## src/rtl/fetch_unit_pkg.sv

```systemverilog
// Shared fetch/decode definitions: FSM state type, opcode field positions and the
// instruction-length rule. Optional build macro: FETCH_RESET_VECTOR_EN (used by fetch_unit).
package fetch_unit_pkg;

   typedef enum logic [2:0] {
      ST_OPCODE,
      ST_OPER1,
      ST_OPER2,
      ST_HOLD,
      ST_VEC_LO,
      ST_VEC_HI
   } fetch_state_t;

   // Opcode layout aaa_bbb_cc, shared with the decoder.
   localparam int AAA_MSB = 7;
   localparam int AAA_LSB = 5;
   localparam int BBB_MSB = 4;
   localparam int BBB_LSB = 2;
   localparam int CC_MSB  = 1;
   localparam int CC_LSB  = 0;

   function automatic logic [1:0] inst_len(input logic [7:0] opcode);
      logic [2:0] aaa;
      logic [2:0] bbb;
      logic [1:0] cc;
      logic [1:0] len;
      aaa = opcode[AAA_MSB:AAA_LSB];
      bbb = opcode[BBB_MSB:BBB_LSB];
      cc  = opcode[CC_MSB:CC_LSB];
      len = 2'd2;
      if (cc == 2'b11) begin
         len = 2'd1;
      end else begin
         case (bbb)
            3'b011, 3'b111: len = 2'd3;
            3'b001, 3'b101: len = 2'd2;
            3'b110:         len = (cc == 2'b01) ? 2'd3 : 2'd1;
            3'b010:         len = (cc == 2'b01) ? 2'd2 : 2'd1;
            3'b100:         len = (cc == 2'b10) ? 2'd1 : 2'd2;
            default: begin
               if (cc != 2'b00)
                  len = 2'd2;
               else if (aaa == 3'b001)
                  len = 2'd3;
               else if ((aaa == 3'b000) || (aaa == 3'b010) || (aaa == 3'b011))
                  len = 2'd1;
               else
                  len = 2'd2;
            end
         endcase
      end
      return len;
   endfunction

endpackage

```

## src/rtl/fetch_unit.sv

```systemverilog
// Fetch stage: reads opcode plus 0-2 operand bytes over an 8-bit memory port and hands a whole
// instruction to the decoder. Optional build macro FETCH_RESET_VECTOR_EN loads the PC from memory.
module fetch_unit
   import fetch_unit_pkg::*;
#(
   parameter logic [15:0] RESET_PC     = 16'h8000,
   parameter logic [15:0] RESET_VECTOR = 16'hFFFC
) (
   input  logic        clk_i,
   input  logic        rstn_i,
   output logic        mem_req_o,
   output logic [15:0] mem_addr_o,
   input  logic        mem_gnt_i,
   input  logic        mem_rvalid_i,
   input  logic [7:0]  mem_rdata_i,
   input  logic        redirect_i,
   input  logic [15:0] redirect_pc_i,
   output logic        valid_o,
   input  logic        ready_i,
   output logic [7:0]  opcode_o,
   output logic [15:0] data_o,
   output logic [15:0] pc_o,
   output logic [1:0]  len_o
);

`ifdef FETCH_RESET_VECTOR_EN
   localparam fetch_state_t RESET_STATE = ST_VEC_LO;
`else
   localparam fetch_state_t RESET_STATE = ST_OPCODE;
`endif

   fetch_state_t r_state;
   fetch_state_t w_nextState;

   logic [15:0] r_pc;
   logic [15:0] r_pcOut;
   logic [7:0]  r_opcode;
   logic [15:0] r_data;
   logic [1:0]  r_len;
   logic        r_pending;
   logic        r_stale;

   logic        w_reqWanted;
   logic [15:0] w_reqAddr;
   logic        w_grant;
   logic        w_accept;
   logic [1:0]  w_newLen;

   // A granted read that was orphaned by a redirect still blocks new requests until it returns.
   always_comb begin
      w_reqWanted = 1'b0;
      w_reqAddr   = r_pc;
      case (r_state)
         ST_OPCODE: begin
            w_reqWanted = 1'b1;
            w_reqAddr   = r_pc;
         end
         ST_OPER1: begin
            w_reqWanted = 1'b1;
            w_reqAddr   = r_pc + 16'd1;
         end
         ST_OPER2: begin
            w_reqWanted = 1'b1;
            w_reqAddr   = r_pc + 16'd2;
         end
         ST_VEC_LO: begin
            w_reqWanted = 1'b1;
            w_reqAddr   = RESET_VECTOR;
         end
         ST_VEC_HI: begin
            w_reqWanted = 1'b1;
            w_reqAddr   = RESET_VECTOR + 16'd1;
         end
         default: begin
            w_reqWanted = 1'b0;
            w_reqAddr   = r_pc;
         end
      endcase
   end

   assign mem_req_o  = rstn_i & w_reqWanted & ~r_pending;
   assign mem_addr_o = mem_req_o ? w_reqAddr : 16'h0000;
   assign w_grant    = mem_req_o & mem_gnt_i;
   assign w_accept   = mem_rvalid_i & r_pending & ~r_stale;
   assign w_newLen   = inst_len(mem_rdata_i);

   always_ff @(posedge clk_i or negedge rstn_i) begin
      if (!rstn_i)
         r_state <= RESET_STATE;
      else
         r_state <= w_nextState;
   end

   always_comb begin
      w_nextState = r_state;
      if (redirect_i) begin
         w_nextState = ST_OPCODE;
      end else begin
         case (r_state)
            ST_OPCODE: if (w_accept) w_nextState = (w_newLen == 2'd1) ? ST_HOLD : ST_OPER1;
            ST_OPER1:  if (w_accept) w_nextState = (r_len == 2'd2) ? ST_HOLD : ST_OPER2;
            ST_OPER2:  if (w_accept) w_nextState = ST_HOLD;
            ST_HOLD:   if (ready_i)  w_nextState = ST_OPCODE;
            ST_VEC_LO: if (w_accept) w_nextState = ST_VEC_HI;
            ST_VEC_HI: if (w_accept) w_nextState = ST_OPCODE;
            default:   w_nextState = ST_OPCODE;
         endcase
      end
   end

   always_ff @(posedge clk_i or negedge rstn_i) begin
      if (!rstn_i) begin
         r_pc      <= RESET_PC;
         r_pcOut   <= 16'h0000;
         r_opcode  <= 8'h00;
         r_data    <= 16'h0000;
         r_len     <= 2'd0;
         r_pending <= 1'b0;
         r_stale   <= 1'b0;
      end else begin
         r_pending <= w_grant | (r_pending & ~mem_rvalid_i);
         if (redirect_i)
            r_stale <= w_grant | (r_pending & ~mem_rvalid_i);
         else if (mem_rvalid_i & r_pending)
            r_stale <= 1'b0;

         if (redirect_i) begin
            r_pc   <= redirect_pc_i;
            r_data <= 16'h0000;
         end else begin
            case (r_state)
               ST_OPCODE: if (w_accept) begin
                  r_opcode <= mem_rdata_i;
                  r_len    <= w_newLen;
                  r_pcOut  <= r_pc;
                  r_data   <= 16'h0000;
               end
               ST_OPER1:  if (w_accept) r_data[15:8] <= mem_rdata_i;
               ST_OPER2:  if (w_accept) r_data[7:0]  <= mem_rdata_i;
               ST_HOLD:   if (ready_i)  r_pc <= r_pc + {14'd0, r_len};
               ST_VEC_LO: if (w_accept) r_pc[7:0]    <= mem_rdata_i;
               ST_VEC_HI: if (w_accept) r_pc[15:8]   <= mem_rdata_i;
               default: ;
            endcase
         end
      end
   end

   assign valid_o  = (r_state == ST_HOLD);
   assign opcode_o = r_opcode;
   assign data_o   = r_data;
   assign pc_o     = r_pcOut;
   assign len_o    = r_len;

endmodule

```

## config.mk

```make
export PLATFORM = sky130hd
export DESIGN_NAME = fetch_unit
export DESIGN_NICKNAME = d
export VERILOG_FILES = /design/src/rtl/fetch_unit_pkg.sv /design/src/rtl/fetch_unit.sv
export SDC_FILE = /design/constraint.sdc
export NUM_CORES = 1
export LEC_CHECK = 0
export CORE_MARGIN = 4
export CORE_UTILIZATION = 45
export DETAILED_ROUTE_END_ITERATION = 8
export GPL_ROUTABILITY_DRIVEN = 1
export PLACE_DENSITY = 0.78
export SLEW_MARGIN = 30
export SYNTH_ARGS = -nofsm -noshare
export SYNTH_HDL_FRONTEND = slang
export SYNTH_SLANG_ARGS = --single-unit
```

## constraint.sdc

```tcl
create_clock -name clk_i -period 6.03 [get_ports clk_i]
set_input_delay 1.206 -clock clk_i [delete_from_list [all_inputs] [get_ports clk_i]]
set_output_delay 1.206 -clock clk_i [all_outputs]
set_load 0.02 [all_outputs]
```

==> impl_metrics.json, run 1 <==
{
  "dieArea_sq_um": 10700,
  "ys_async_sr_fraction": 1.00,
  "instances_no_fill": 620,
  "totalWireLength_um": 12900,
  "period_share": 0.737,
  "r2r_cells": 4,
  "finClkSkew_ps": 8.94,
  "hpwl_um": 9120,
  "worstPathRequired_ps": 4820,
  "drc": 0,
  "viasPerCell": 6.31,
  "fin_crit_ps": 4440,
  "cts_resized": 0,
  "grt_max_degree": 66,
  "clock.fmax_mhz": 225,
  "synth.distinct_cells": 74,
  "synthCells": 444,
  "rows": 34,
  "antenna_found_initial": 0,
  "finalHoldViolations": 0,
  "path_delay_family": "flip-flops",
  "synth_ff_type": "dfrtp_1",
  "highest_layer": "met4",
  "clockBufferDepth": 2,
  "ys_top_cells_by_count": "dfrtp_1 (62), a21oi_1 (37), nor2_1 (35), o21ai_0 (35), nand2_1 (33)",
  "crit_arrival_ps": 3240,
  "slowest_stage": "dfrtp_1",
  "area_delta_synth_final_pct": 24.5,
  "nets": 543,
  "worstSetupEndpointType": "output port",
  "io_pins": 90,
  "power_density_nw_per_um2": 321,
  "yosys-top-cells-area": "dfrtp_1 (38%), mux2_2 (6.0%), a21oi_1 (4.5%)",
  "slew_headroom": 0.433,
  "worst_pin_slew_ps": 850,
  "die_w_um": 103,
  "post_cts_buffers": 0,
  "hold_class": "flop to flop",
  "pre_cts_ws_ps": 1720,
  "grt_pass1_wl_um": 20200,
  "die_h_um": 103,
  "core_sq_um": 8810,
  "finalSetupViolCount": 0,
  "synth.most_common_cell": "dfrtp_1",
  "dp_cells": 605,
  "clkSlewWorstSetupHoldPaths_ps": 80,
  "path_cells": "nor2_1, xnor2_1, o21ai_1, mux2_2, nor2_1, clkdlybuf4s50_1",
  "met2_length_um": 6180,
  "synth-edff-count": 0,
  "synth_seq_cells": 63,
  "reg2reg_setup_slack_ps": 3480,
  "seq_area_frac_synth": 0.385,
  "post_route_cells_drive_above_1_share": 0.117,
  "synth_area_sq_um": 4100,
  "grtUsageTotal": 0.249,
  "start_kind": "flop",
  "first_global_vias": 3703,
  "holdWs_ps": 486,
  "drt-met1-wl_um": 5570,
  "overflow": 0,
  "clock_sinks": 63,
  "holdBufCountCts": 0,
  "worstSetupPathType": "flop to output port",
  "timing.critical_path.mode_cell": "nor2_1",
  "worstHoldEndpoint": "pc_o[1]",
  "antenna_cells": 0,
  "status": "complete, no violations",
  "r2r-end": "pc_o[5]",
  "design_area_sq_um": 5110,
  "cts_tree": "yes",
  "routedWlPerCell_um": 20.8,
  "numCtsBuffers": 9,
  "fin_setup_tns_ps": 0,
  "syn-mean-instance-area_sq_um": 9.24,
  "drt-initial-drc-count": 405,
  "rsz0062_at_grt": "false",
  "worstPathMaxFanout": 29,
  "holdCritStartpoint": "pc_o[1]",
  "slowest_delay_ps": 900,
  "drv_slew": 0,
  "place.gp.congestion": 0.980,
  "ir_worst_vdd_v": 0.000225,
  "fin_ws_ps": 1590,
  "wl_met3_um": 757,
  "htree_levels": 3,
  "dr.pass1.iters": 5,
  "drv_cap": 0,
  "synth_nets": 479,
  "hold_depth": 2,
  "ant_nets": 0,
  "vias": 3913,
  "place_area_sq_um": 4940,
  "synth.largest_area_cell": "dfrtp_1",
  "clk_latency_ps": 350,
  "cts-root-buf": "clkbuf_8",
  "synth_top_area_share": 0.378,
  "io_buffers": 89,
  "path_buf_inv": 1,
  "p_leak_nw": 2.02,
  "initial_core_util": 0.466,
  "ys_warn_count": 0,
  "timing.rr.start": "r_state[0]"
}
## state kept, by name, summed over array words and instances (netlist names)
name,count
data_o,16
len_o,2
opcode_o,8
pc_o,16
r_pc,16
r_pending,1
r_stale,1
r_state,3
## metrics by stage
step                      utilization  total power [mW]
final                           0.580              1.64
after global routing            0.580              1.73
after CTS                       0.580              1.64
after detailed placement        0.561              1.31
after global placement          0.561              1.29
after floorplan                     -              1.01
## tightest hold or removal path, stage by stage, from the launching register on
cell and delay, ps:
dfrtp_1 350, nand2_1 40, o21ai_0 60
## placed cells by master, fill, tap and decap left out, types with 4 or more instances in the layout
cell / synthesis / layout
nand2b_1: 5 / 5
nand3b_1: 7 / 7
a22o_1: 16 / 16
nand2_1: 33 / 33
clkbuf_8: 0 / 10
nand3_1: 8 / 8
clkdlybuf4s50_1: 0 / 88
inv_1: 13 / 13
a31oi_1: 7 / 7
o21ai_0: 35 / 35
a21oi_1: 37 / 37
mux2_2: 22 / 22
nor2_1: 35 / 35
and4_1: 4 / 4
o211ai_1: 4 / 4
dfrtp_1: 62 / 62
nand4_1: 8 / 8
xnor2_1: 9 / 9
xor2_1: 6 / 6
nor3_1: 8 / 8
a211oi_1: 6 / 6
ha_1: 4 / 4
## area by class of cell
type / instances / area [sq um]
repair buffers: 92 / 908
flip-flops and latches: 63 / 1580
clock buffers: 10 / 138
inverters: 14 / 52.6
well taps: 108 / 135
clock inverters: 5 / 33.8
fillers: 775 / 3700
multi-input cells: 328 / 2260
## metal layers
layer	global-route usage	up-vias
li1	-	1779
met1	0.349	1918
met2	0.393	186
met3	0.0315	30
met4	0.0936	0
met5	0	-
## how the worst max path moves through the flow
stage,start,to,cells after the start
2_1_floorplan,rstn_i,mem_addr_o[14],5
3_3_place_gp,rstn_i,mem_addr_o[4],6
3_5_place_dp,rstn_i,mem_addr_o[4],6
4_1_cts,r_state[0],mem_addr_o[14],7
5_1_grt,r_state[0],mem_addr_o[10],6
6_report,r_state[0],mem_addr_o[10],6
## power by group
part / leakage [nW] / internal (mW) / switching, mW
combinational: 1.14 / 0.319 / 0.346
clock: 0.0845 / 0.158 / 0.180
sequential: 0.793 / 0.521 / 0.118
## logic make-up after synthesis
family                     after synthesis  share of synthesized area
muxes                                   24                     0.0653
DFF                                     63                      0.385
buffers and inverters                   53                     0.0637
and+or+nand+nor                        133                      0.180
AOI/OAI and AO/OA                      151                      0.258
xor gates and xnor gates                15                     0.0320
adders and majority gates                5                     0.0171
Note: power is estimated with default switching activity, not from simulation.
==> run 2: changes to the inputs <==
- clock period: 6.03 -> 4.5 ns (I/O delays scaled with it)
==> run 2 against run 1 <==
  * Die area unchanged
  * First-iteration DRC count down 5.9%
  * Clock skew increased by 1.7 ps
  * Cell count rose by 0.48%
  * Non-clock buffer count grew 2
  * Clock-buffer cell count unchanged
  * Sequential power rose by 34%
  * Via count up 0.49%
  * Final area increased by 1.4%
==> impl_metrics.json, run 2 (synthesis gave the netlist of run 1 again) <==
{
  "clk_latency_ps": 360,
  "drv_slew": 0,
  "final_cell_mix": "clkdlybuf4s50_1 (88), dfrtp_1 (62), a21oi_1 (37), o21ai_0 (35), nor2_1 (35)",
  "worst_pin_slew_ps": 830,
  "vias": 3932,
  "cts_resized": 0,
  "drv_cap": 0,
  "slew_headroom": 0.447,
  "area_delta_synth_final_pct": 26.3,
  "pre_cts_ws_ps": 911,
  "hpwl_um": 9530,
  "totalWireLength_um": 13400,
  "place.gp.congestion": 1.00,
  "fillers": 774,
  "worstSetupPathType": "flop to output port",
  "antenna_cells": 0,
  "crit_arrival_ps": 3140,
  "cts_tree": "yes",
  "drt-initial-drc-count": 381,
  "dieArea_sq_um": 10700,
  "power_density_nw_per_um2": 452,
  "finalSetupViolCount": 0,
  "grt_pass1_wl_um": 21400,
  "dr.pass1.iters": 6,
  "multi_input_area_sq_um": 2260,
  "period_share": 0.897,
  "fin_ws_ps": 462,
  "status": "complete, no violations",
  "initial_core_util": 0.466,
  "ir_worst_vdd_v": 0.000267,
  "rsz0062_at_grt": "false",
  "clkSlewWorstSetupHoldPaths_ps": 80,
  "clock.fmax_mhz": 248,
  "post_route_cells_drive_above_1_share": 0.122,
  "clock_sinks": 63,
  "holdBufCountCts": 0,
  "cts-root-buf": "clkbuf_8",
  "core_sq_um": 8810,
  "holdWs_ps": 484,
  "worstPathRequired_ps": 3600,
  "ant_nets": 0,
  "die_w_um": 103,
  "routedWlPerCell_um": 21.6,
  "worstPathMaxFanout": 26,
  "postLayoutCoreUtil": 0.588,
  "finClkSkew_ps": 10.6,
  "register_area_sq_um": 1580,
  "finalHoldViolations": 0,
  "instances_no_fill": 623,
  "io_pins": 90,
  "grt_max_degree": 65,
  "numCtsBuffers": 9,
  "htree_levels": 3,
  "fin_setup_tns_ps": 0,
  "start_kind": "flop",
  "drc": 0,
  "dp_cells": 607,
  "fin_crit_ps": 4040,
  "clockBufferDepth": 2,
  "antenna_found_initial": 0,
  "final_common_cell": "clkdlybuf4s50_1",
  "grtUsageTotal": 0.265,
  "overflow": 0,
  "post_cts_buffers": 0,
  "worstSetupEndpointType": "output port",
  "p_leak_nw": 2.05,
  "hold_class": "flop to flop",
  "viasPerCell": 6.31,
  "io_buffers": 89,
  "nets": 545,
  "first_global_vias": 3849,
  "rows": 34,
  "die_h_um": 103
}
run 2: routing by layer:
metal | wire length [um] | up-vias | GRT usage
li1 | - | 1781 | -
met1 | 5700 | 1919 | 0.371
met2 | 6300 | 205 | 0.401
met3 | 1110 | 27 | 0.0617
met4 | 334 | 0 | 0.0976
met5 | 0 | - | 0
run 2: final timing paths:
check | endpoint | startpoint | depth (start not counted) | slack [ps]
setup / recovery | mem_addr_o[13] | r_state[1] | 6 | 460
hold / removal | pc_o[1] | pc_o[1] | 2 | 480
setup reg to reg | r_pc[0] | r_state[2] | 3 | 1910
hold reg to reg | pc_o[1] | pc_o[1] | 2 | 480
max in group asynchronous | pc_o[9] | rstn_i | 2 | 3180
min in group asynchronous | pc_o[10] | rstn_i | 2 | 760
run 2: area by class of cell:
type / count / area share
well taps: 108 / 0.0261
repair buffers: 94 / 0.178
clock inverters: 6 / 0.0174
clock buffers: 10 / 0.0266
multi-input cells: 328 / 0.437
inverters: 14 / 0.0101
flip-flops and latches: 63 / 0.305
run 2: through the flow:
stage / power [mW] / cell area [sq um]
after floorplan: 1.35 / 4100
after global placement: 1.74 / 4950
after detailed placement: 1.76 / 4950
after CTS: 2.35 / 5180
after global routing: 2.47 / 5180
final: 2.34 / 5180
run 2: critical path: stages, from the launching register on:
cell and delay [ps]:
dfrtp_1 860, nor3b_2 600, o2111ai_1 230, nor2_1 140, nor3_1 70, a2111oi_2 220
clkdlybuf4s50_1 660
run 2: report_power, final:
part	total, mW	switching, mW	internal, mW
sequential	0.853	0.155	0.698
clock	0.587	0.257	0.330
combinational	0.901	0.470	0.431
total	2.34	0.882	1.46
==> run 3: changes to the inputs <==
- CTS_BUF_LIST: default -> sky130_fd_sc_hd__clkbuf_8
==> results of run 3 <==
The final DEF is identical to that of run 2; final timing and power are the same.
